===== src/rtl/log_alog_unit.sv =====
`default_nettype none
// ============================================================================
// Module   : log_alog_unit
// Purpose  : Mitchell log2 of a (4,12) operand plus two Mitchell antilogs
//            (2^a at (1,18), 2^b at (1,19)); all results registered, latency 1.
//            Define LOG_ALOG_SAT_EN to saturate antilog overflow (else wrap).
// Revision : 1.0  initial release
// ============================================================================
module log_alog_unit (
    input  logic        clk,
    input  logic        reset,
    input  logic        in_vld,
    input  logic [15:0] log_in,
    input  logic [17:0] alog18_in,
    input  logic [18:0] alog19_in,
    output logic        out_vld,
    output logic [4:0]  log_int,
    output logic [11:0] log_frac,
    output logic        log_valid,
    output logic [18:0] alog18_out,
    output logic [19:0] alog19_out
);

    // ------------------------------------------------------------------
    // Log path
    // ------------------------------------------------------------------
    logic [3:0]  w_k;
    logic [4:0]  w_log_int;
    logic [11:0] w_log_frac;
    logic        w_log_valid;

    always_comb begin
        w_k = 4'd0;
        for (int j = 0; j < 16; j++) begin
            if (log_in[j]) w_k = 4'(j);
        end
        w_log_valid = |log_in;
        w_log_int   = 5'd0;
        w_log_frac  = 12'd0;
        if (w_log_valid) begin
            // k - 12 in 5-bit two's complement
            w_log_int = {1'b0, w_k} + 5'd20;
            // Leading one is discarded by the 12-bit truncation in both branches
            if (w_k >= 4'd12) w_log_frac = 12'(log_in >> (w_k - 4'd12));
            else              w_log_frac = 12'(log_in << (4'd12 - w_k));
        end
    end

    // ------------------------------------------------------------------
    // Antilog 18: i in [17:12], shift s = i + 6
    // ------------------------------------------------------------------
    logic [6:0]  w_s18;
    logic [6:0]  w_nsh18;
    logic [18:0] w_m18;
    logic [18:0] w_alog18;

    always_comb begin
        w_s18   = {alog18_in[17], alog18_in[17:12]} + 7'd6;
        w_nsh18 = 7'd0 - w_s18;
        w_m18   = {6'd0, 1'b1, alog18_in[11:0]};
        if (!w_s18[6]) w_alog18 = w_m18 << w_s18;
        else           w_alog18 = w_m18 >> w_nsh18;
`ifdef LOG_ALOG_SAT_EN
        if (!alog18_in[17] && (alog18_in[16:12] != 5'd0)) w_alog18 = 19'h7FFFF;
`endif
    end

    // ------------------------------------------------------------------
    // Antilog 19: i in [18:12], shift s = i + 7
    // ------------------------------------------------------------------
    logic [7:0]  w_s19;
    logic [7:0]  w_nsh19;
    logic [19:0] w_m19;
    logic [19:0] w_alog19;

    always_comb begin
        w_s19   = {alog19_in[18], alog19_in[18:12]} + 8'd7;
        w_nsh19 = 8'd0 - w_s19;
        w_m19   = {7'd0, 1'b1, alog19_in[11:0]};
        if (!w_s19[7]) w_alog19 = w_m19 << w_s19;
        else           w_alog19 = w_m19 >> w_nsh19;
`ifdef LOG_ALOG_SAT_EN
        if (!alog19_in[18] && (alog19_in[17:12] != 6'd0)) w_alog19 = 20'hFFFFF;
`endif
    end

    // ------------------------------------------------------------------
    // Output registers
    // ------------------------------------------------------------------
    logic        r_out_vld;
    logic [4:0]  r_log_int;
    logic [11:0] r_log_frac;
    logic        r_log_valid;
    logic [18:0] r_alog18;
    logic [19:0] r_alog19;

    always_ff @(posedge clk or negedge reset) begin
        if (!reset) begin
            r_out_vld   <= 1'b0;
            r_log_int   <= 5'd0;
            r_log_frac  <= 12'd0;
            r_log_valid <= 1'b0;
            r_alog18    <= 19'd0;
            r_alog19    <= 20'd0;
        end else begin
            r_out_vld   <= in_vld;
            r_log_int   <= w_log_int;
            r_log_frac  <= w_log_frac;
            r_log_valid <= w_log_valid;
            r_alog18    <= w_alog18;
            r_alog19    <= w_alog19;
        end
    end

    assign out_vld    = r_out_vld;
    assign log_int    = r_log_int;
    assign log_frac   = r_log_frac;
    assign log_valid  = r_log_valid;
    assign alog18_out = r_alog18;
    assign alog19_out = r_alog19;

endmodule
`default_nettype wire


===== config.mk =====
export PLATFORM = sky130hd
export DESIGN_NAME = log_alog_unit
export DESIGN_NICKNAME = d
export VERILOG_FILES = /design/src/rtl/log_alog_unit.sv
export SDC_FILE = /design/constraint.sdc
export NUM_CORES = 1
export LEC_CHECK = 0
export ABC_AREA = 1
export CAP_MARGIN = 0
export CORE_MARGIN = 8
export CORE_UTILIZATION = 55
export CTS_CLUSTER_DIAMETER = 50
export DETAILED_ROUTE_END_ITERATION = 12
export PLACE_DENSITY = 0.94
export RECOVER_POWER = 50
export SYNTH_ARGS = -nofsm -noshare
export SYNTH_HDL_FRONTEND = slang
export SYNTH_SLANG_ARGS = --single-unit

===== constraint.sdc =====
create_clock -name clk -period 0.8 [get_ports clk]
set_input_delay 0.16 -clock clk [delete_from_list [all_inputs] [get_ports clk]]
set_output_delay 0.16 -clock clk [all_outputs]
set_load 0.02 [all_outputs]

==> load_flow_metrics.sql, run 1 <==
INSERT INTO impl_metrics (metric_group, metric, value, unit) VALUES
('logic_synthesis', 'ys_seq_area_share', '25.6', '%'),
('logic_synthesis', 'syn-mean-instance-area', '6.20', 'sq um'),
('clock_network', 'clockBufferDepth', '2', ''),
('clock_network', 'cts-resized-gates', '700', ''),
('logic_synthesis', 'synth-warning-count', '0', ''),
('status', 'flow.stopped_at', 'clock tree synthesis (4_1_cts)', ''),
('logic_synthesis', 'synth-async-reset-ratio', '100', '%'),
('clock_network', 'numCtsBuffers', '9', ''),
('logic_synthesis', 'synthesized_nets', '980', ''),
('placement', 'gp_routability_congestion', '1.08', ''),
('clock_network', 'hold_buffer_count_at_cts', '1', ''),
('placement', 'place.port_buffers', '113', ''),
('logic_synthesis', 'synthDominantAreaCellType', 'sky130_fd_sc_hd__dfrtp_1', ''),
('die', 'die_x', '117', 'um'),
('logic_synthesis', 'ys_top_cells_by_count', '273 x sky130_fd_sc_hd__nand2_1, 125 x sky130_fd_sc_hd__nand3_1, 90 x sky130_fd_sc_hd__inv_1', ''),
('logic_synthesis', 'synth.most_common_cell', 'sky130_fd_sc_hd__nand2_1', ''),
('logic_synthesis', 'ys_dominant_reg_cell', 'sky130_fd_sc_hd__dfrtp_1', ''),
('logic_synthesis', 'area_of_the_mapped_netlist', '0.00567', 'sq mm'),
('clock_network', 'cts-root-buf', 'sky130_fd_sc_hd__clkbuf_8', ''),
('die', 'start_util', '55.6', '%'),
('clock_network', 'cts_max_level', '3', ''),
('logic_synthesis', 'synth-edff-count', '0', ''),
('placement', 'final_hpwl_from_detailed_placement', '17800', 'um'),
('die', 'num_io_pins', '114', ''),
('clock_network', 'post-cts-setup-buffers', '49', ''),
('die', 'number_of_placement_rows', '37', ''),
('logic_synthesis', 'yosysUniqueCellTypes', '56', ''),
('logic_synthesis', 'synth.ff_latch_count', '58', ''),
('die', 'die_h', '117', 'um'),
('clock_network', 'cts_sinks', '58', ''),
('status', 'status', 'stopped before the end', ''),
('logic_synthesis', 'post_synth_top_area_share', '25.6', '%'),
('logic_synthesis', 'post_synth_inst_count', '914', ''),
('status', 'error', '[ERROR DPL-0033] detailed placement checks failed during check placement.', ''),
('logic_synthesis', 'post_synth_main_area_contributors', 'sky130_fd_sc_hd__dfrtp_1 26%, sky130_fd_sc_hd__nand2_1 18%, sky130_fd_sc_hd__nand3_1 11%', '');
[stage by stage]
step	utilization [%]	instances	instance area, sq um	setup WS (ns)
after floorplan	-	914	6170	-1.40
after global placement	83.9	1307	8540	-1.73
after detailed placement	83.9	1307	8540	-1.95
[cell families after synthesis]
logic type	count (synthesis)	synth area share, %
adders and majority gates	10	2.21
xor gates and xnor gates	11	2.63
AOI/OAI and AO/OA	184	20.4
muxes	1	0.177
buffers and inverters	142	10.4
and+or+nand+nor	508	38.6
DFF	58	25.6
==> inputs of run 2 (changes only) <==
- CORE_UTILIZATION: 55 -> 40
- CTS_CLUSTER_DIAMETER: 50 -> not set
- PLACE_DENSITY: 0.94 -> not set
- PLACE_DENSITY_LB_ADDON: not set -> 0.15
==> run 2 against run 1 <==
Against the previous run:
- the flow now finishes, with violations (negative setup slack)
- synthesized area did not move
- synthesized cell count did not move
==> load_flow_metrics.sql, run 2 <==
INSERT INTO impl_metrics (metric_group, metric, value, unit) VALUES
('status', 'status', 'finished, violations left', ''),
('status', 'violations', 'negative setup slack', ''),
('logic_synthesis', 'ys_dominant_reg_cell', 'sky130_fd_sc_hd__dfrtp_1', ''),
('drt', 'first_iter_violations', '614', ''),
('critical_path', 'critical_path.endpoint_type', 'flop', ''),
('finish', 'largest_reg_flops', '20', ''),
('power', 'share_clk_of_total_power', '28.4', '%'),
('finish', 'layout.cell_area.non_filler', '0.0111', 'sq mm'),
('critical_path', 'worst-path-max-fanout', '6', ''),
('drt', 'firstDrtPassIters', '5', ''),
('grt', 'grt_pass1_wl', '37300', 'um'),
('placement', 'final_hpwl_from_detailed_placement', '16900', 'um'),
('power', 'vdd_ir_drop_max', '1.25', 'mV'),
('finish', 'layout.nets', '1330', ''),
('clock_network', 'numCtsBuffers', '9', ''),
('logic_synthesis', 'yosysUniqueCellTypes', '56', ''),
('placement', 'place.port_buffers', '113', ''),
('die', 'num_io_pins', '114', ''),
('timing', 'rsz0062_at_grt', 'yes', ''),
('drt', 'route.detailed.vias_per_inst', '5.46', ''),
('timing', 'hold_violations', '0', ''),
('die', 'start_util', '40.8', '%'),
('clock_network', 'cts_sinks', '58', ''),
('power', 'seqPwrFrac', '22.1', '%'),
('placement', 'dp_cells', '1376', ''),
('power', 'power.static_leakage', '5.27', 'nW'),
('timing', 'setup_tns', '-59.71', 'ns'),
('power', 'switching_share', '38.2', '%'),
('clock_network', 'cts_max_level', '3', ''),
('grt', 'grt_pass1_vias', '7783', ''),
('timing', 'maxClockFrequency', '0.546', 'GHz'),
('logic_synthesis', 'post_synth_inst_count', '914', ''),
('finish', 'fin_cells', '1449', ''),
('clock_network', 'clockBufferDepth', '2', ''),
('grt', 'grt_overflow_total', '0', ''),
('logic_synthesis', 'syn-mean-instance-area', '6.20', 'sq um'),
('logic_synthesis', 'synthDominantAreaCellType', 'sky130_fd_sc_hd__dfrtp_1', ''),
('placement', 'detailed_place.area', '0.00882', 'sq mm'),
('power', 'power.internal', '9.26', 'mW'),
('timing', 'timing.final.ws_setup', '-1.03', 'ns'),
('grt', 'grt_antenna_before_repair', '0', ''),
('timing', 'report.final.slew_viol_count', '0', ''),
('logic_synthesis', 'ys_seq_area_share', '25.6', '%'),
('die', 'die_x', '135', 'um'),
('critical_path', 'worstPathCellList', 'buf_6, inv_6, ha_4, nand2_4, nand2_8, xor2_4, nor2_4, nand2_4, o21ai_1, a22oi_2, nand2_4, a21oi_4, or2_1, nand3_2, nand2_1, nand2_1, o21ai_2', ''),
('power', 'power.density', '1350', 'mW/mm^2'),
('die', 'dieArea', '0.0182', 'sq mm'),
('drt', 'drt-total-wl', '25100', 'um'),
('critical_path', 'cp_slowest_cell', 'sky130_fd_sc_hd__xor2_4', ''),
('power', 'total_switching_power', '5.73', 'mW'),
('die', 'number_of_placement_rows', '43', ''),
('placement', 'dpl_worst_slack', '-1.84', 'ns'),
('critical_path', 'criticalPathCategory', 'input pin to flop', ''),
('timing', 'timing.final.crit_share', '229', '%'),
('finish', 'layout_common_cells', '209 x sky130_fd_sc_hd__nand2_1, 202 x sky130_fd_sc_hd__buf_4, 115 x sky130_fd_sc_hd__buf_6', ''),
('logic_synthesis', 'synthesized_nets', '980', ''),
('grt', 'pin_count_of_the_biggest_net_entering_global_routing', '59', ''),
('timing', 'max_slew_margin', '70.4', '%'),
('placement', 'gp_routability_congestion', '1.01', ''),
('drt', 'route.detailed.drc', '0', ''),
('worst_hold_path', 'hold_path.class', 'input pin to flop', ''),
('power', 'combPwrFrac', '49.5', '%'),
('logic_synthesis', 'synth.most_common_cell', 'sky130_fd_sc_hd__nand2_1', ''),
('drt', 'postRouteAntennaNets', '0', ''),
('clock_network', 'cts-root-buf', 'sky130_fd_sc_hd__clkbuf_16', ''),
('finish', 'mostFrequentLayoutCell', 'sky130_fd_sc_hd__nand2_1', ''),
('critical_path', 'crit_path_end', 'alog19_out[1]', ''),
('clock_network', 'path_clk_slew', '0.05', 'ns'),
('clock_network', 'tritoncts_clock_tree', 'yes', ''),
('drt', 'per_cell_routed_wire_length', '17.3', 'um'),
('drt', 'vias', '7906', ''),
('logic_synthesis', 'synth-async-reset-ratio', '100', '%'),
('die', 'die_h', '135', 'um'),
('logic_synthesis', 'synth-edff-count', '0', ''),
('timing', 'worst-slew-pin-transition', '0.441', 'ns'),
('run', 'max_cap_violations', '0', ''),
('logic_synthesis', 'area_of_the_mapped_netlist', '0.00567', 'sq mm'),
('critical_path', 'path_common_cell', 'sky130_fd_sc_hd__nand2_4', ''),
('logic_synthesis', 'post_synth_top_area_share', '25.6', '%'),
('power', 'design_power_total', '15.0', 'mW'),
('critical_path', 'critical_path_required', '1.06', 'ns'),
('logic_synthesis', 'ys_top_cells_by_count', '273 x sky130_fd_sc_hd__nand2_1, 125 x sky130_fd_sc_hd__nand3_1, 90 x sky130_fd_sc_hd__inv_1', ''),
('finish', 'diodes', '0', ''),
('die', 'fp.coreArea', '0.0139', 'sq mm'),
('timing', 'layout_min_cycle_time', '1.83', 'ns'),
('critical_path', 'worstSetupStartpoint', 'alog19_in[14]', ''),
('finish', 'drive_gt1_share', '53.3', '%'),
('critical_path', 'cp_slowest_stage_delay', '0.30', 'ns'),
('grt', 'groute.usage.overall', '25.2', '%'),
('critical_path', 'worst_ep_arrival', '2.09', 'ns'),
('logic_synthesis', 'synth.ff_latch_count', '58', ''),
('logic_synthesis', 'post_synth_main_area_contributors', 'sky130_fd_sc_hd__dfrtp_1 26%, sky130_fd_sc_hd__nand2_1 18%, sky130_fd_sc_hd__nand3_1 11%', ''),
('timing', 'finalSetupViolCount', '115', ''),
('logic_synthesis', 'synth-warning-count', '0', ''),
('finish', 'areaGrowthSynthToFinish', '95.7', '%'),
('critical_path', 'timing.critical_path.from_type', 'input pin', '');
-- run 2: cell counts after synthesis --
No cell type changed its count.
-- run 2: through the flow --
stage | utilization, % | hold WS, ns
finish | 79.9 | 0.301
global route | 79.9 | 0.320
CTS | 74.5 | 0.284
detailed placement | 63.6 | 0.191
global placement | 63.6 | 0.188
floorplan | - | -0.136
-- run 2: worst min-delay path by stage --
stage | endpoint | cells after the start | startpoint | slack [ns]
after floorplan | alog18_out[0] | 0 | reset | -0.14
after detailed placement | log_frac[7] | 2 | reset | 0.19
final | log_valid | 5 | log_in[1] | 0.30
after global placement | log_frac[7] | 2 | reset | 0.19
after global routing | log_valid | 5 | log_in[1] | 0.32
after CTS | out_vld | 1 | in_vld | 0.28
-- run 2: layout make-up --
| cell class | instances | area, sq um |
|---|---|---|
| clock inverter | 7 | 103 |
| timing repair buffer | 377 | 3490 |
| tap | 180 | 225 |
| multi-input combinational | 714 | 5070 |
| clock buffer | 9 | 225 |
| sequential | 58 | 1450 |
| inverter | 102 | 510 |
| fill | 905 | 2790 |
| timing repair inverter | 2 | 17.5 |
-- run 2: per-layer routing --
metal	wire length, um	share of wire [%]	global-route usage (%)
met4	1060	4.2	10.9
met5	0	0	0
met1	9500	38	29.0
met2	13000	52	45.0
met3	1540	6.1	4.27
-- run 2: cells by family (layout without fill, tap and decap cells) --
| kind of cell | after synthesis | count (layout) | synth area share (%) |
|---|---|---|---|
| AND/OR/NAND/NOR | 508 | 508 | 38.6 |
| AO/OA/AOI/OAI | 184 | 184 | 20.4 |
| multiplexers | 1 | 1 | 0.177 |
| XOR/XNOR | 11 | 11 | 2.63 |
| flip-flops | 58 | 58 | 25.6 |
| buffers and inverters | 142 | 497 | 10.4 |
| adder cells (fa/ha/maj) | 10 | 10 | 2.21 |
-- run 2: power by group through the flow --
stage                     Sequential, mW  Combinational (mW)  Clock (mW)
after floorplan                     3.61                2.79           0
after global placement              3.30                5.65           0
after detailed placement            3.30                5.69           0
after CTS                           3.31                6.59        4.26
after global routing                3.33                7.89        4.41
final                               3.31                7.42        4.26
-- run 2: worst max-delay path: cells and delay by family --
family	cells	cell delay, ns
AOI/OAI and AO/OA	4	0.48
adders and majority gates	1	0.15
buffers and inverters	2	0.13
and+or+nand+nor	9	0.87
xor gates and xnor gates	1	0.30
-- run 2: repair_timing --
item,in CTS,in global routing
endpoints found under the setup margin,115,115
gates cloned,2,1
gates resized for setup,670,162
pin swaps,98,93
hold buffers,1,0
buffers inserted,38,26
hold endpoints to repair,58,0
No activity file was read; power rests on OpenSTA's default activity.
